### src/rtl/shot_pixel_gen.sv
// Basketball scene pixel-colour stage: ball/rim/board/floor/sky rendering with a
// one-entry ball-position buffer applied at the frame boundary, 2-cycle aligned output.
module shot_pixel_gen #(
    parameter int BALL_R  = 8,
    parameter int BALL_X0 = 100,
    parameter int BALL_Y0 = 400,
    parameter int HOOP_X  = 560,
    parameter int HOOP_Y  = 160,
    parameter int HOOP_W  = 40,
    parameter int BOARD_X = 600,
    parameter int FLOOR_Y = 440,
    parameter logic [11:0] C_SKY   = 12'h6AF,
    parameter logic [11:0] C_FLOOR = 12'hA62,
    parameter logic [11:0] C_BOARD = 12'hFFF,
    parameter logic [11:0] C_RIM   = 12'hF00,
    parameter logic [11:0] C_BALL  = 12'hF80
) (
    input  logic       clk,
    input  logic       reset,
    input  logic       video_on,
    input  logic       hsync_in,
    input  logic       vsync_in,
    input  logic [9:0] pixel_x,
    input  logic [9:0] pixel_y,
    input  logic [9:0] ball_x,
    input  logic [9:0] ball_y,
    input  logic       ball_valid,
    output logic       ball_ready,
    output logic       frame_tick,
    output logic [11:0] rgb,
    output logic       hsync,
    output logic       vsync
);

    localparam logic [9:0]  RST_X     = 10'(BALL_X0);
    localparam logic [9:0]  RST_Y     = 10'(BALL_Y0);
    localparam logic [9:0]  RIM_X_LO  = 10'(HOOP_X);
    localparam logic [9:0]  RIM_X_HI  = 10'(HOOP_X + HOOP_W);
    localparam logic [9:0]  RIM_Y_LO  = 10'(HOOP_Y);
    localparam logic [9:0]  RIM_Y_HI  = 10'(HOOP_Y + 2);
    localparam logic [9:0]  BRD_X_LO  = 10'(BOARD_X);
    localparam logic [9:0]  BRD_X_HI  = 10'(BOARD_X + 8);
    localparam logic [9:0]  BRD_Y_LO  = 10'(HOOP_Y - 60);
    localparam logic [9:0]  BRD_Y_HI  = 10'(HOOP_Y + 10);
    localparam logic [9:0]  FLR_Y     = 10'(FLOOR_Y);
    localparam logic [21:0] R_SQ      = 22'(BALL_R * BALL_R);

    // Handshake: a position transfers on any cycle where ball_valid && ball_ready;
    // ball_ready is high exactly when the pending slot is empty, and a source
    // seeing ball_ready low must hold ball_x/ball_y/ball_valid unchanged.
    logic        boundary;
    logic        accept;

    logic        pending_full_q, pending_full_d;
    logic [9:0]  pending_x_q, pending_x_d;
    logic [9:0]  pending_y_q, pending_y_d;
    logic [9:0]  active_x_q, active_x_d;
    logic [9:0]  active_y_q, active_y_d;
    logic        frame_tick_q, frame_tick_d;

    logic signed [10:0] dx_q, dx_d;
    logic signed [10:0] dy_q, dy_d;
    logic        rim_q, rim_d;
    logic        board_q, board_d;
    logic        floor_q, floor_d;
    logic        von1_q, von1_d;
    logic        hs1_q, hs1_d;
    logic        vs1_q, vs1_d;

    logic [11:0] rgb_q, rgb_d;
    logic        hsync_q, hsync_d;
    logic        vsync_q, vsync_d;

    logic [9:0]  adx, ady;
    logic [19:0] sq_x, sq_y;
    logic [21:0] d2;
    logic        in_ball;

    always_comb begin
        boundary       = (pixel_x == 10'd0) && (pixel_y == 10'd480);
        accept         = ball_valid && !pending_full_q;

        pending_full_d = pending_full_q;
        pending_x_d    = pending_x_q;
        pending_y_d    = pending_y_q;
        active_x_d     = active_x_q;
        active_y_d     = active_y_q;

        // Boundary with an empty slot lets a same-cycle request go straight to active.
        if (boundary) begin
            if (pending_full_q) begin
                active_x_d     = pending_x_q;
                active_y_d     = pending_y_q;
                pending_full_d = 1'b0;
            end else if (accept) begin
                active_x_d = ball_x;
                active_y_d = ball_y;
            end
        end else if (accept) begin
            pending_x_d    = ball_x;
            pending_y_d    = ball_y;
            pending_full_d = 1'b1;
        end
        frame_tick_d = boundary;

        // Stage 1: signed offsets keep partly off-screen balls from wrapping.
        dx_d    = $signed({1'b0, pixel_x}) - $signed({1'b0, active_x_q});
        dy_d    = $signed({1'b0, pixel_y}) - $signed({1'b0, active_y_q});
        rim_d   = (pixel_x >= RIM_X_LO) && (pixel_x < RIM_X_HI) &&
                  (pixel_y >= RIM_Y_LO) && (pixel_y <= RIM_Y_HI);
        board_d = (pixel_x >= BRD_X_LO) && (pixel_x < BRD_X_HI) &&
                  (pixel_y >= BRD_Y_LO) && (pixel_y <= BRD_Y_HI);
        floor_d = (pixel_y >= FLR_Y);
        von1_d  = video_on;
        hs1_d   = hsync_in;
        vs1_d   = vsync_in;

        // Stage 2: squared distance via magnitudes; max 2*1023^2 fits in 22 bits.
        adx     = dx_q[10] ? 10'(-dx_q) : dx_q[9:0];
        ady     = dy_q[10] ? 10'(-dy_q) : dy_q[9:0];
        sq_x    = {10'd0, adx} * {10'd0, adx};
        sq_y    = {10'd0, ady} * {10'd0, ady};
        d2      = {2'b00, sq_x} + {2'b00, sq_y};
        in_ball = (d2 <= R_SQ);

        if (!von1_q)      rgb_d = 12'h000;
        else if (in_ball) rgb_d = C_BALL;
        else if (rim_q)   rgb_d = C_RIM;
        else if (board_q) rgb_d = C_BOARD;
        else if (floor_q) rgb_d = C_FLOOR;
        else              rgb_d = C_SKY;
        hsync_d = hs1_q;
        vsync_d = vs1_q;
    end

    always_ff @(posedge clk) begin
        if (!reset) begin
            pending_full_q <= 1'b0;
            pending_x_q    <= 10'd0;
            pending_y_q    <= 10'd0;
            active_x_q     <= RST_X;
            active_y_q     <= RST_Y;
            frame_tick_q   <= 1'b0;
            dx_q           <= 11'sd0;
            dy_q           <= 11'sd0;
            rim_q          <= 1'b0;
            board_q        <= 1'b0;
            floor_q        <= 1'b0;
            von1_q         <= 1'b0;
            hs1_q          <= 1'b0;
            vs1_q          <= 1'b0;
            rgb_q          <= 12'h000;
            hsync_q        <= 1'b0;
            vsync_q        <= 1'b0;
        end else begin
            pending_full_q <= pending_full_d;
            pending_x_q    <= pending_x_d;
            pending_y_q    <= pending_y_d;
            active_x_q     <= active_x_d;
            active_y_q     <= active_y_d;
            frame_tick_q   <= frame_tick_d;
            dx_q           <= dx_d;
            dy_q           <= dy_d;
            rim_q          <= rim_d;
            board_q        <= board_d;
            floor_q        <= floor_d;
            von1_q         <= von1_d;
            hs1_q          <= hs1_d;
            vs1_q          <= vs1_d;
            rgb_q          <= rgb_d;
            hsync_q        <= hsync_d;
            vsync_q        <= vsync_d;
        end
    end

    assign ball_ready = !pending_full_q;
    assign frame_tick = frame_tick_q;
    assign rgb        = rgb_q;
    assign hsync      = hsync_q;
    assign vsync      = vsync_q;

endmodule
### config.mk
export PLATFORM = sky130hd
export DESIGN_NAME = shot_pixel_gen
export DESIGN_NICKNAME = d
export VERILOG_FILES = /design/src/rtl/shot_pixel_gen.sv
export SDC_FILE = /design/constraint.sdc
export NUM_CORES = 1
export LEC_CHECK = 0
export ABC_AREA = 1
export CORE_UTILIZATION = 50
export CTS_CLUSTER_SIZE = 10
export DETAILED_ROUTE_END_ITERATION = 8
export PLACE_DENSITY = 0.69
export SLEW_MARGIN = 25
export SYNTH_ARGS = -nofsm -noshare
export SYNTH_HDL_FRONTEND = slang
export SYNTH_SLANG_ARGS = --single-unit
### constraint.sdc
create_clock -name clk -period 21.7 [get_ports clk]
set_input_delay 4.34 -clock clk [delete_from_list [all_inputs] [get_ports clk]]
set_output_delay 4.34 -clock clk [all_outputs]
set_load 0.02 [all_outputs]
==> impl_metrics.tcl, run 1 <==
set metrics [dict create \
    clock-sinks 81 \
    grt_pass1_vias 8700 \
    finalSetupTns_ns 0 \
    ys_seq_area_share_pct 15.7 \
    status "complete, no violations" \
    num_vias 8651 \
    cts_max_level 3 \
    ant_nets 0 \
    finalMaxSlewViolations 0 \
    post_cts_resized 0 \
    ios 62 \
    drt_wl_total_um 24100 \
    placed_area_um2 11200 \
    power_mw 1.75 \
    clk_latency_ns 0.34 \
    max_freq_mhz 124 \
    final_cells 1723 \
    fin_util_pct 56.6 \
    layout-drive-gt1-share_pct 4.13 \
    fp-row-count 52 \
    dp_slack_ns 13.63 \
    p_leak_nw 6.09 \
    yosysWarningCount 0 \
    post_cts_buffers 0 \
    grt_max_degree 49 \
    rsz0062_at_grt "no" \
    hold_class "flip-flop to flip-flop" \
    dp_cells 1708 \
    grtUsageTotal_pct 24.6 \
    slew_headroom_pct 43.9 \
    cts_buffers 9 \
    final_nets 1733 \
    syn_inst 1403 \
    powerDensity_nw_per_um2 152 \
    tritoncts "built" \
    max_stage_delay_ns 0.63 \
    io_buffers 61 \
    criticalPathCategory "flip-flop to flip-flop" \
    n_antenna_cell 0 \
    r2r-end "rgb[6]$_SDFF_PP0_" \
    clk_pin_slew_ns 0.06 \
    crit_path_end_kind "flip-flop" \
    synth-edff-count 0 \
    via_per_inst 5.02 \
    vdd_drop_max_v 0.000128 \
    clock-root-buffer "clkbuf_16" \
    dp_hpwl_um 20600 \
    r2r_slack_ns 13.62 \
    clock_path_buffers 2 \
    crit_fanout 13 \
    die_h_um 146 \
    wl_per_cell_um 14.0 \
    hold_slack_ns 0.419 \
    postCtsHoldBufs 0 \
    grt_pass1_wl_um 41500 \
    yosys_register_bits 81 \
    drc 0 \
    post-route-period-util_pct 37.2 \
    holdPathStages 2 \
    hold_path_startpoint "hs1_q$_SDFF_PN0_" \
    start_util_pct 51.0 \
    syn_avg_cell_area_um2 7.36 \
    synthArstFlopShare_pct 0 \
    tightestPinTransition_ns 0.836 \
    post-route-cell-area_um2 11500 \
    hold_end "hsync$_SDFF_PN0_" \
    firstDrtPassIters 5 \
    die-area_um2 21200 \
    fp.dieW_um 146 \
    antenna_found_initial 0 \
    fin_crit_ns 8.08 \
    hold_viol 0 \
    synthToLayoutAreaGrowth_pct 11.0 \
    synth_cell_types 40 \
    mostFrequentLayoutCell "inv_1" \
    fin_skew_ns 0.00751 \
    syn_area_um2 10300 \
    gp_congestion 0.893 \
    crit_path_start_kind "flip-flop" \
    crit_slowest_cell "xor2_1" \
    setup_viol 0 \
    setup_slack_ns 13.62 \
    core_um2 20200 \
    overflow 0 \
    syn-num-nets 1687 \
    crit_top_cell "inv_1" \
    ff2ff_path_depth 34 \
    final_cell_mix "inv_1, nand2_1, fa_1" \
    maxCapViolCount 0 \
    cp.required_ns 21.94 \
    regToRegStartpoint "dx_q[0]$_SDFF_PN0_" \
    critPathArrivalTime_ns 8.31 \
    synthFlopType "dfxtp_1" \
    dr.first_iter.drc_count 385 \
]
[logic make-up after synthesis]
kind of cell	count (synthesis)	share of synthesized area, %
flip-flops	81	15.7
AO/OA/AOI/OAI	163	8.66
buffers and inverters	373	13.8
AND/OR/NAND/NOR	533	21.9
adder cells (fa/ha/maj)	238	38.5
XOR/XNOR	15	1.35
[report_power, final]
| group | switching [mW] | internal [mW] |
|---|---|---|
| Sequential | 0.00449 | 0.155 |
| Clock | 0.0630 | 0.0950 |
| Combinational | 0.912 | 0.516 |
[worst max-delay path: cells and delay by family, from the launching register on]
kind	cells	cell delay, ns
adder cells (fa/ha/maj)	9	4.17
AND/OR/NAND/NOR	16	1.80
buffers and inverters	8	1.04
XOR/XNOR	1	0.63
flip-flops	1	0.32
[cell type report]
class | count | area, µm²
fill | 1957 | 8780
multi-input combinational | 949 | 7270
sequential | 81 | 1620
inverter | 345 | 1290
timing repair buffer | 63 | 626
tap | 270 | 338
clock buffer | 11 | 253
clock inverter | 4 | 52.6
[cells in the mapped netlist, drive strengths merged (3+ instances only)]
| library cell | instances | share of area (%) |
|---|---|---|
| nand3b | 3 | 0.22 |
| fa | 133 | 26 |
| o21ai | 57 | 2.8 |
| nor2 | 122 | 4.6 |
| buf | 14 | 0.79 |
| dfxtp | 81 | 16 |
| clkbuf | 14 | 0.51 |
| xor2 | 11 | 1.0 |
| clkinv | 3 | 0.11 |
| nor3 | 14 | 0.68 |
| ha | 105 | 13 |
| or2 | 11 | 0.69 |
| nand4 | 10 | 0.61 |
| xnor2 | 4 | 0.34 |
| a21oi | 69 | 3.3 |
| a31oi | 16 | 0.97 |
| inv | 342 | 12 |
| nand2 | 312 | 12 |
| o211ai | 12 | 0.87 |
| o21bai | 5 | 0.36 |
| nand3 | 52 | 2.8 |
| nor4 | 4 | 0.24 |
[registers in the layout, summed over array words and instances, names as in the netlist]
signal / count
rim_q: 1
vs1_q: 1
dy_q: 11
board_q: 1
vsync: 1
hsync: 1
frame_tick: 1
active_y_q: 10
pending_x_q: 10
floor_q: 1
active_x_q: 10
pending_full_q: 1
pending_y_q: 10
dx_q: 11
rgb: 9
von1_q: 1
hs1_q: 1
[worst max path at each step]
stage / from / to / slack, ns / cells after the start
after floorplan: dx_q[0]$_SDFF_PN0_ / rgb[6]$_SDFF_PP0_ / 14.68 / 36
after global placement: dx_q[0]$_SDFF_PN0_ / rgb[6]$_SDFF_PP0_ / 13.75 / 32
after detailed placement: dx_q[0]$_SDFF_PN0_ / rgb[6]$_SDFF_PP0_ / 13.63 / 32
after CTS: dx_q[0]$_SDFF_PN0_ / rgb[6]$_SDFF_PP0_ / 13.61 / 35
after global routing: dx_q[0]$_SDFF_PN0_ / rgb[4]$_SDFF_PP0_ / 13.13 / 34
final: dx_q[0]$_SDFF_PN0_ / rgb[6]$_SDFF_PP0_ / 13.62 / 34
[per-layer routing]
metal	vias up	global-route usage [%]	part of all wire, %
li1	4365	-	-
met1	4027	30.9	43
met2	220	43.6	50
met3	39	3.17	4.9
met4	0	7.58	2.6
met5	-	0	0
Note: power is estimated with default switching activity, not from simulation.
==> run 2, diff against run 1 <==
==> constraint.sdc (replaced) <==
create_clock -name clk -period 7.69 [get_ports clk]
set_input_delay 1.538 -clock clk [delete_from_list [all_inputs] [get_ports clk]]
set_output_delay 1.538 -clock clk [all_outputs]
set_load 0.02 [all_outputs]
==> impl_metrics.tcl, run 2 (same netlist as run 1, synthesis figures left out) <==
set metrics [dict create \
    post-route-period-util_pct 93.6 \
    dp_hpwl_um 20200 \
    dr.first_iter.drc_count 467 \
    clk_pin_slew_ns 0.06 \
    core_um2 20200 \
    fp-row-count 52 \
    mostFrequentLayoutCell "inv_1" \
    setup_slack_ns 0.490 \
    crit_top_cell "fa_1" \
    regToRegStartpoint "dx_q[0]$_SDFF_PN0_" \
    clock-root-buffer "clkbuf_16" \
    fin_crit_ns 7.20 \
    final_nets 1749 \
    crit_start "dx_q[0]$_SDFF_PN0_" \
    r2r_slack_ns 0.49 \
    grt_pass1_vias 8575 \
    ios 62 \
    gp_congestion 0.945 \
    drc 0 \
    status "complete, no violations" \
    post-route-cell-area_um2 11600 \
    crit_fanout 6 \
    dp_slack_ns 0.270 \
    ant_nets 0 \
    drt_wl_total_um 23500 \
    crit_path_start_kind "flip-flop" \
    clock-sinks 81 \
    crit_slowest_cell "fa_1" \
    die-area_um2 21200 \
    max_stage_delay_ns 0.54 \
    overflow 0 \
    cts_buffers 9 \
    grt_pass1_wl_um 40600 \
    firstDrtPassIters 5 \
    grt_max_degree 49 \
    p_leak_nw 6.16 \
    n_antenna_cell 0 \
    slew_headroom_pct 47.1 \
    start_util_pct 51.0 \
    antenna_found_initial 0 \
    placed_area_um2 11300 \
    die_h_um 146 \
    fp.dieW_um 146 \
    max_freq_mhz 139 \
    fin_skew_ns 0.00436 \
    clock_path_buffers 2 \
    powerDensity_nw_per_um2 427 \
    io_buffers 61 \
    hold_viol 0 \
    layout-drive-gt1-share_pct 5.65 \
    cp.required_ns 7.92 \
    final_cell_mix "inv_1, nand2_1, fa_1" \
    r2r-end "rgb[5]$_SDFF_PP0_" \
    critPathArrivalTime_ns 7.43 \
    cts_max_level 3 \
    criticalPathCategory "flip-flop to flip-flop" \
    tritoncts "built" \
    crit_end "rgb[5]$_SDFF_PP0_" \
    synthToLayoutAreaGrowth_pct 12.5 \
    num_vias 8644 \
    top_regs "dx_q: 11 flops, dy_q: 11 flops" \
    via_per_inst 4.97 \
    postCtsHoldBufs 0 \
    vdd_drop_max_v 0.000351 \
    grtUsageTotal_pct 23.7 \
    maxCapViolCount 0 \
    clk_latency_ns 0.34 \
    tightestPinTransition_ns 0.788 \
    ff2ff_path_depth 30 \
    wl_per_cell_um 13.5 \
    hold_class "flip-flop to flip-flop" \
    setup_viol 0 \
    crit_path_end_kind "flip-flop" \
    finalMaxSlewViolations 0 \
]
-- run 2: worst min path at each step --
| stage | start | end | cells past startpoint |
|---|---|---|---|
| floorplan | hs1_q$_SDFF_PN0_ | hsync$_SDFF_PN0_ | 2 |
| global placement | hs1_q$_SDFF_PN0_ | hsync$_SDFF_PN0_ | 2 |
| detailed placement | vs1_q$_SDFF_PN0_ | vsync$_SDFF_PN0_ | 2 |
| CTS | vs1_q$_SDFF_PN0_ | vsync$_SDFF_PN0_ | 2 |
| global route | vs1_q$_SDFF_PN0_ | vsync$_SDFF_PN0_ | 2 |
| finish | vs1_q$_SDFF_PN0_ | vsync$_SDFF_PN0_ | 2 |
-- run 2: routing by layer --
metal / global-route usage [%] / vias to the layer above / share of wire [%] / wire [µm]
li1: - / 4395 / - / -
met1: 30.4 / 4024 / 44 / 10300
met2: 41.7 / 192 / 50 / 11700
met3: 2.85 / 33 / 4.1 / 959
met4: 6.95 / 0 / 2.2 / 521
met5: 0 / - / 0 / 0
-- run 2: timing repair --
item	4_1_cts	5_1_grt
resized for setup	0	7
endpoints found under the setup margin	0	8
endpoints found under the hold margin	0	0
buffers inserted	0	1
-- run 2: per-stage QoR --
stage | hold WS (ns) | utilization (%) | std cells | TNS (ns) | power [mW]
after global routing | 0.451 | 57.4 | 1740 | -0.0222 | 5.58
after global placement | 0.402 | 55.7 | 1723 | 0 | 4.46
final | 0.412 | 57.4 | 1740 | 0 | 4.95
after floorplan | 0.390 | - | 1403 | 0 | 3.56
after CTS | 0.417 | 57.3 | 1739 | 0 | 4.98
after detailed placement | 0.402 | 55.7 | 1723 | 0 | 4.50
-- run 2: critical path, delay by kind of cell (launching register included) --
family,cells,cell delay (ns)
AND/OR/NAND/NOR,17,2.39
buffers and inverters,5,0.45
adder cells (fa/ha/maj),8,3.87
flip-flops,1,0.37
-- run 2: cell type report --
type                    instances  area, µm²
clock buffers                  10        229
clock inverters                 6       91.3
fillers                      1917       8620
inverters                     345       1300
multi-input cells             949       7290
flip-flops and latches         81       1620
well taps                     270        338
repair buffers                 79        746
-- run 2: where the power goes --
| part | internal, mW | switching [mW] |
|---|---|---|
| combinational | 1.47 | 2.57 |
| clock | 0.286 | 0.175 |
| sequential | 0.438 | 0.0131 |
